### src/rtl/step_delay_sequencer_if.sv
// -----------------------------------------------------------------------------
// step_delay_sequencer_if
// Bundles the control, configuration and status signals of the step delay
// sequencer.
//   master : drives start/trigger/abort and the delay-table write port,
//            observes busy/step_idx/step_pulse/done/timeout_err
//   slave  : the sequencer itself
// Parameters: NUM_STEPS (steps per sequence), W (delay/counter width).
// -----------------------------------------------------------------------------
interface step_delay_sequencer_if #(
    parameter int NUM_STEPS = 4,
    parameter int W         = 32
);
    localparam int IW = $clog2(NUM_STEPS);

    logic          start;
    logic          trigger;
    logic          abort;
    logic          cfg_we;
    logic [IW-1:0] cfg_addr;
    logic [W-1:0]  cfg_delay;
    logic          busy;
    logic [IW-1:0] step_idx;
    logic          step_pulse;
    logic          done;
    logic          timeout_err;

    modport master (
        output start, trigger, abort, cfg_we, cfg_addr, cfg_delay,
        input  busy, step_idx, step_pulse, done, timeout_err
    );

    modport slave (
        input  start, trigger, abort, cfg_we, cfg_addr, cfg_delay,
        output busy, step_idx, step_pulse, done, timeout_err
    );
endinterface

### src/rtl/step_delay_sequencer.sv
// -----------------------------------------------------------------------------
// step_delay_sequencer
// Multi-step timed sequencer. Each step arms, waits for a trigger, counts a
// programmable per-step delay from that trigger and emits a one-cycle
// step_pulse. After NUM_STEPS steps it pulses done and returns to IDLE.
// An armed step that sees no trigger within TIMEOUT cycles pulses
// timeout_err and aborts the sequence (TIMEOUT = 0 disables the watchdog).
// Ports:
//   clk  : clock
//   rst  : synchronous, active-high reset (also restores the delay table to 1)
//   bus  : step_delay_sequencer_if.slave
//          start, trigger, abort, cfg_we/cfg_addr/cfg_delay  (inputs)
//          busy, step_idx, step_pulse, done, timeout_err       (outputs)
// -----------------------------------------------------------------------------
module step_delay_sequencer #(
    parameter int NUM_STEPS = 4,
    parameter int W         = 32,
    parameter int TIMEOUT   = 1000
) (
    input  logic                  clk,
    input  logic                  rst,
    step_delay_sequencer_if.slave bus
);
    localparam int             IW       = $clog2(NUM_STEPS);
    localparam logic [IW-1:0]  LAST_IDX = IW'(NUM_STEPS - 1);
    localparam logic [W-1:0]   TO_LAST  = (TIMEOUT == 0) ? '0 : W'(TIMEOUT - 1);
    localparam logic [W-1:0]   CNT_MAX  = '1;
    localparam logic [W-1:0]   ONE      = W'(1);

    typedef enum logic [1:0] {IDLE, ARMED, DELAY} state_t;

    state_t        state, state_nxt;
    logic [IW-1:0] idx, idx_nxt;
    logic [W-1:0]  tcnt, tcnt_nxt;
    logic [W-1:0]  dcnt, dcnt_nxt;
    logic [W-1:0]  delay_tbl [NUM_STEPS];
    logic [W-1:0]  cur_delay;
    logic          pulse_hit;
    logic          timeout_hit;

    // A stored delay of 0 behaves as 1: the pulse can never precede the
    // cycle after its trigger.
    function automatic logic [W-1:0] eff_delay(input logic [W-1:0] v);
        return (v == '0) ? ONE : v;
    endfunction

    // Counters hold at all-ones instead of wrapping.
    function automatic logic [W-1:0] sat_inc(input logic [W-1:0] v);
        return (v == CNT_MAX) ? v : v + ONE;
    endfunction

    // Delay table: writable only while idle, so a running sequence always
    // sees a stable table.
    always_ff @(posedge clk) begin
        if (rst) begin
            for (int i = 0; i < NUM_STEPS; i++) begin
                delay_tbl[i] <= ONE;
            end
        end else if (state == IDLE && bus.cfg_we && int'(bus.cfg_addr) < NUM_STEPS) begin
            delay_tbl[bus.cfg_addr] <= bus.cfg_delay;
        end
    end

    assign cur_delay   = eff_delay(delay_tbl[idx]);
    assign pulse_hit   = (state == DELAY) && (dcnt == cur_delay);
    // A trigger in the last watchdog cycle wins over the timeout.
    assign timeout_hit = (TIMEOUT != 0) && (state == ARMED) && !bus.trigger
                         && (tcnt == TO_LAST);

    // Event outputs are decoded straight from registered state; abort masks them.
    assign bus.busy        = (state != IDLE);
    assign bus.step_idx    = idx;
    assign bus.step_pulse  = pulse_hit && !bus.abort;
    assign bus.done        = pulse_hit && !bus.abort && (idx == LAST_IDX);
    assign bus.timeout_err = timeout_hit && !bus.abort;

    always_ff @(posedge clk) begin
        if (rst) begin
            state <= IDLE;
            idx   <= '0;
            tcnt  <= '0;
            dcnt  <= '0;
        end else begin
            state <= state_nxt;
            idx   <= idx_nxt;
            tcnt  <= tcnt_nxt;
            dcnt  <= dcnt_nxt;
        end
    end

    always_comb begin
        state_nxt = state;
        idx_nxt   = idx;
        tcnt_nxt  = tcnt;
        dcnt_nxt  = dcnt;
        if (bus.abort) begin
            state_nxt = IDLE;
            idx_nxt   = '0;
            tcnt_nxt  = '0;
            dcnt_nxt  = '0;
        end else begin
            case (state)
                IDLE: begin
                    if (bus.start) begin
                        state_nxt = ARMED;
                        idx_nxt   = '0;
                        tcnt_nxt  = '0;
                        dcnt_nxt  = '0;
                    end
                end
                ARMED: begin
                    if (bus.trigger) begin
                        // The trigger cycle itself counts as delay cycle 0.
                        state_nxt = DELAY;
                        dcnt_nxt  = ONE;
                        tcnt_nxt  = '0;
                    end else if (timeout_hit) begin
                        state_nxt = IDLE;
                        idx_nxt   = '0;
                        tcnt_nxt  = '0;
                    end else begin
                        tcnt_nxt = sat_inc(tcnt);
                    end
                end
                DELAY: begin
                    if (pulse_hit) begin
                        dcnt_nxt = '0;
                        if (idx == LAST_IDX) begin
                            state_nxt = IDLE;
                            idx_nxt   = '0;
                        end else begin
                            state_nxt = ARMED;
                            idx_nxt   = idx + 1'b1;
                            tcnt_nxt  = '0;
                        end
                    end else begin
                        dcnt_nxt = sat_inc(dcnt);
                    end
                end
                default: begin
                    state_nxt = IDLE;
                    idx_nxt   = '0;
                    tcnt_nxt  = '0;
                    dcnt_nxt  = '0;
                end
            endcase
        end
    end
endmodule

### src/flat_wrapper.sv
// flat-port wrapper written by rule: the top's interface ports become plain ports
module step_delay_sequencer_flat 
#(
    parameter int NUM_STEPS = 4,
    parameter int W         = 32,
    parameter int TIMEOUT   = 1000
)
  (clk, rst, bus_start, bus_trigger, bus_abort, bus_cfg_we, bus_cfg_addr, bus_cfg_delay, bus_busy, bus_step_idx, bus_step_pulse, bus_done, bus_timeout_err);
  step_delay_sequencer_if #(.NUM_STEPS(NUM_STEPS), .W(W)) bus_i ();
  input  logic clk;
  input  logic rst;
  input wire logic [$bits(bus_i.start)-1:0] bus_start;
  input wire logic [$bits(bus_i.trigger)-1:0] bus_trigger;
  input wire logic [$bits(bus_i.abort)-1:0] bus_abort;
  input wire logic [$bits(bus_i.cfg_we)-1:0] bus_cfg_we;
  input wire logic [$bits(bus_i.cfg_addr)-1:0] bus_cfg_addr;
  input wire logic [$bits(bus_i.cfg_delay)-1:0] bus_cfg_delay;
  output wire logic [$bits(bus_i.busy)-1:0] bus_busy;
  output wire logic [$bits(bus_i.step_idx)-1:0] bus_step_idx;
  output wire logic [$bits(bus_i.step_pulse)-1:0] bus_step_pulse;
  output wire logic [$bits(bus_i.done)-1:0] bus_done;
  output wire logic [$bits(bus_i.timeout_err)-1:0] bus_timeout_err;
  assign bus_i.start = bus_start;
  assign bus_i.trigger = bus_trigger;
  assign bus_i.abort = bus_abort;
  assign bus_i.cfg_we = bus_cfg_we;
  assign bus_i.cfg_addr = bus_cfg_addr;
  assign bus_i.cfg_delay = bus_cfg_delay;
  assign bus_busy = bus_i.busy;
  assign bus_step_idx = bus_i.step_idx;
  assign bus_step_pulse = bus_i.step_pulse;
  assign bus_done = bus_i.done;
  assign bus_timeout_err = bus_i.timeout_err;
  step_delay_sequencer #(.NUM_STEPS(NUM_STEPS), .W(W), .TIMEOUT(TIMEOUT)) u_core (.clk(clk), .rst(rst), .bus(bus_i));
endmodule
### config.mk
export PLATFORM = sky130hd
export DESIGN_NAME = step_delay_sequencer_flat
export DESIGN_NICKNAME = d
export VERILOG_FILES = /design/src/rtl/step_delay_sequencer_if.sv /design/src/rtl/step_delay_sequencer.sv /design/src/flat_wrapper.sv
export SDC_FILE = /design/constraint.sdc
export NUM_CORES = 1
export LEC_CHECK = 0
export BUFFER_PORTS_ARGS = -buffer_cell sky130_fd_sc_hd__buf_2
export CAP_MARGIN = 20
export CORE_UTILIZATION = 30
export CTS_CLUSTER_SIZE = 12
export DETAILED_ROUTE_END_ITERATION = 10
export PLACE_DENSITY = 0.51
export SYNTH_ARGS = -nofsm -noshare
export SYNTH_HDL_FRONTEND = slang
export SYNTH_SLANG_ARGS = --single-unit
export TNS_END_PERCENT = 1
### constraint.sdc
create_clock -name clk -period 3.8 [get_ports clk]
set_input_delay 0.76 -clock clk [delete_from_list [all_inputs] [get_ports clk]]
set_output_delay 0.76 -clock clk [all_outputs]
set_load 0.005 [all_outputs]
==> run metrics <==
Post-Syn Area per Cell=10.9 sq um; Root Buffer=clkbuf_16; 1st-pass router iterations=5; final worst-path cycle share=0.992; Placement Cell Area=11400 sq um; first-pass GRT wire length=45.4 mm; core outline area=34500 sq um; number of H-tree levels=4; RSZ-0062 raised after global routing=yes; flop-to-flop setup slack=460 ps; drt wl/cell=19.6 um; sequential share of power=0.527; num ports=46; Syn Inst Count=971; Total Routed Length=29.3 mm; Inserted Clock Buffers=17; fillcell total=3458; Fin. Hold Viols=0; # rows=68; FF-to-FF End=u_core.dcnt[11]; static leakage=0.00415 uW; CP max FO=10; post-synthesis async set-or-reset flop share=0; clock group share of total power=0.409; Worst Setup EP=bus_done; final antenna-violating net count=0; DP Cell Count=1447; CTS Buffer Depth=2; Final Skew=16.6 ps; chip width=189 um; path depth of the worst reg2reg path=10; full die area=35900 sq um; Worst Max-Slew Pin Slew=882 ps; HP Class=reg -> reg; post-synthesis register bit count=198; Cell variety after synth=62; clk_lat worst skew=460 ps; DPL Wire Length=20.6 mm; antenna violations before repair=0; GRT Residual Overflow=0; final worst slack=32.2 ps; die height=189 um; Vias/cell=5.31; clk slew on worst S/H paths=90 ps; Final nets=1069; internal cell power=3420 uW; largest net degree at the start of global routing=48; fin crit period=3770 ps; share of cells above drive strength 1=0.173; sequential area share after synthesis=0.498; mapped cell area=10500 sq um; vias in the first global route=7798; Post-synth top flop=edfxtp_1; YS warnings=0; Max Slew Vio Count=0; CP Capture Type=output pin; Max Cap Viol=0; Crit Path Category=reg -> out; initial core utilization=0.305; Setup WS pre-CTS=68.6 ps; fmax=265 MHz; clock sink total=198; GRT Overall Usage=0.167; overall via count from detail_route=7911; Area Overhead vs Synth=15.4%; Slew HR=0.407; Arr. time, crit path=3010 ps; final RePlAce weighted congestion=0.848; hold slack=500 ps; DRC viols=0; syn nets=1018; Worst VDD drop=0.000288 V; Logic pwr share=0.064; I/O Buffers=45; sw frac=0.257; Worst Setup Start Kind=register; final setup fails=0; initial DRC count=704; status=complete, no violations; Sw Pwr=1180 uW; cts hold-fix bufs=0; PwrDens=378 nW/um^2; Layout Cells excl Fill=1490; CTS tree=yes; number of synthesized flops with an enable pin=128; post-route cell area=12200 sq um; CP Data Required Time=3040 ps; ant diodes=0
## synthesized netlist by cell type, types with 9 or more instances
cell / instances / area (sq um)
clkbuf_1: 33 / 124
o31ai_1: 10 / 75.1
nor4_1: 29 / 181
nor3_1: 27 / 135
mux4_2: 34 / 766
dfxtp_1: 70 / 1400
inv_1: 28 / 105
mux2i_1: 20 / 200
nand2_1: 50 / 188
o21ai_0: 33 / 165
and3_1: 22 / 138
nand4_1: 25 / 156
nor2_1: 55 / 206
a221o_1: 14 / 140
edfxtp_1: 128 / 3840
nand3_1: 38 / 190
or4_1: 14 / 105
and2_1: 138 / 863
a21oi_1: 31 / 155
buf_2: 15 / 75.1
xnor2_1: 31 / 272
nand2b_1: 9 / 56.3
## registers in the layout, summed over array words and instances (netlist names), named ones only
register and cells:
u_core.bus.step_idx 2, u_core.state 2, u_core.delay_tbl 128, u_core.dcnt 32, u_core.tcnt 32
## metrics by stage
step | total power (uW) | setup TNS [ps] | utilization
finish | 4590 | 0 | 0.352
global route | 4730 | -149 | 0.352
CTS | 4630 | -54.7 | 0.349
detailed placement | 2760 | 0 | 0.329
global placement | 2760 | 0 | 0.329
floorplan | 2610 | 0 | -
## cell type report
| cell class | instances | area (sq um) | area share |
|---|---|---|---|
| Timing Repair Buffer | 86 | 614 | 0.0505 |
| Tap cell | 455 | 569 | 0.0468 |
| Multi-Input combinational cell | 690 | 5020 | 0.413 |
| Clock buffer | 17 | 425 | 0.0350 |
| Inverter | 29 | 109 | 0.00895 |
| Sequential cell | 198 | 5250 | 0.432 |
| Clock inverter | 15 | 161 | 0.0133 |
## logic make-up after synthesis
| group | Yosys count | synth area share |
|---|---|---|
| multiplexers | 54 | 0.0917 |
| AO/OA/AOI/OAI | 152 | 0.103 |
| flip-flops | 198 | 0.498 |
| AND/OR/NAND/NOR | 445 | 0.238 |
| adder cells (fa/ha/maj) | 7 | 0.00831 |
| buffers and inverters | 83 | 0.0349 |
| XOR/XNOR | 32 | 0.0266 |
## how the worst min path moves through the flow
stage	startpoint	end	slack [ps]	depth (start not counted)
finish	u_core.tcnt[1]	u_core.tcnt[1]	500	2
global route	u_core.tcnt[1]	u_core.tcnt[1]	530	2
CTS	u_core.tcnt[1]	u_core.tcnt[1]	500	2
detailed placement	u_core.tcnt[1]	u_core.tcnt[1]	490	2
global placement	u_core.tcnt[0]	u_core.tcnt[0]	490	2
floorplan	u_core.tcnt[31]	u_core.tcnt[31]	460	2
## placed cells by master, fill, tap and decap left out, types with 7 or more instances in the layout
cell / count
o2111ai_1: 7
mux4_2: 34
a21oi_1: 30
dfxtp_1: 68
nand3_1: 38
buf_4: 35
and2_1: 137
o211ai_1: 7
a41o_1: 7
a221o_1: 14
o31ai_1: 10
ha_1: 7
clkbuf_16: 17
nand2_1: 50
nand4_1: 25
xnor2_1: 27
nand2b_1: 9
nor3_1: 26
nor2_1: 54
nor4_1: 27
edfxtp_1: 128
mux2i_1: 20
inv_1: 28
and3_1: 22
or4_1: 14
buf_2: 45
o21ai_0: 33
## power by group through the flow
stage,registers (uW),clock network (uW),logic [uW]
finish,2420,1880,293
global route,2430,1980,322
CTS,2420,1910,296
detailed placement,2470,0,292
global placement,2470,0,289
floorplan,2440,0,174
## repair_timing
action / CTS / global route
gates cloned: 1 / 0
pin swaps: 6 / 2
setup endpoints to repair: 2 / 2
setup buffers: 3 / 7
resized for setup: 8 / 8
## worst max-delay path, cell delays in order (launching register included)
cell,delay (ps)
dfxtp_4,420
buf_6,130
buf_16,130
mux4_2,570
xnor2_2,140
nand4_1,160
nor4_4,340
and2_4,190
and4b_1,230
and2_1,140
buf_2,100
## per-layer routing
| metal | vias up | global-route usage | routed length, um |
|---|---|---|---|
| met5 | - | 0 | 0 |
| met4 | 0 | 0.0698 | 901 |
| met3 | 53 | 0.0295 | 1060 |
| met2 | 198 | 0.280 | 14200 |
| met1 | 3887 | 0.210 | 13100 |
| li1 | 3773 | - | - |
(Power assumes the default switching activity.)
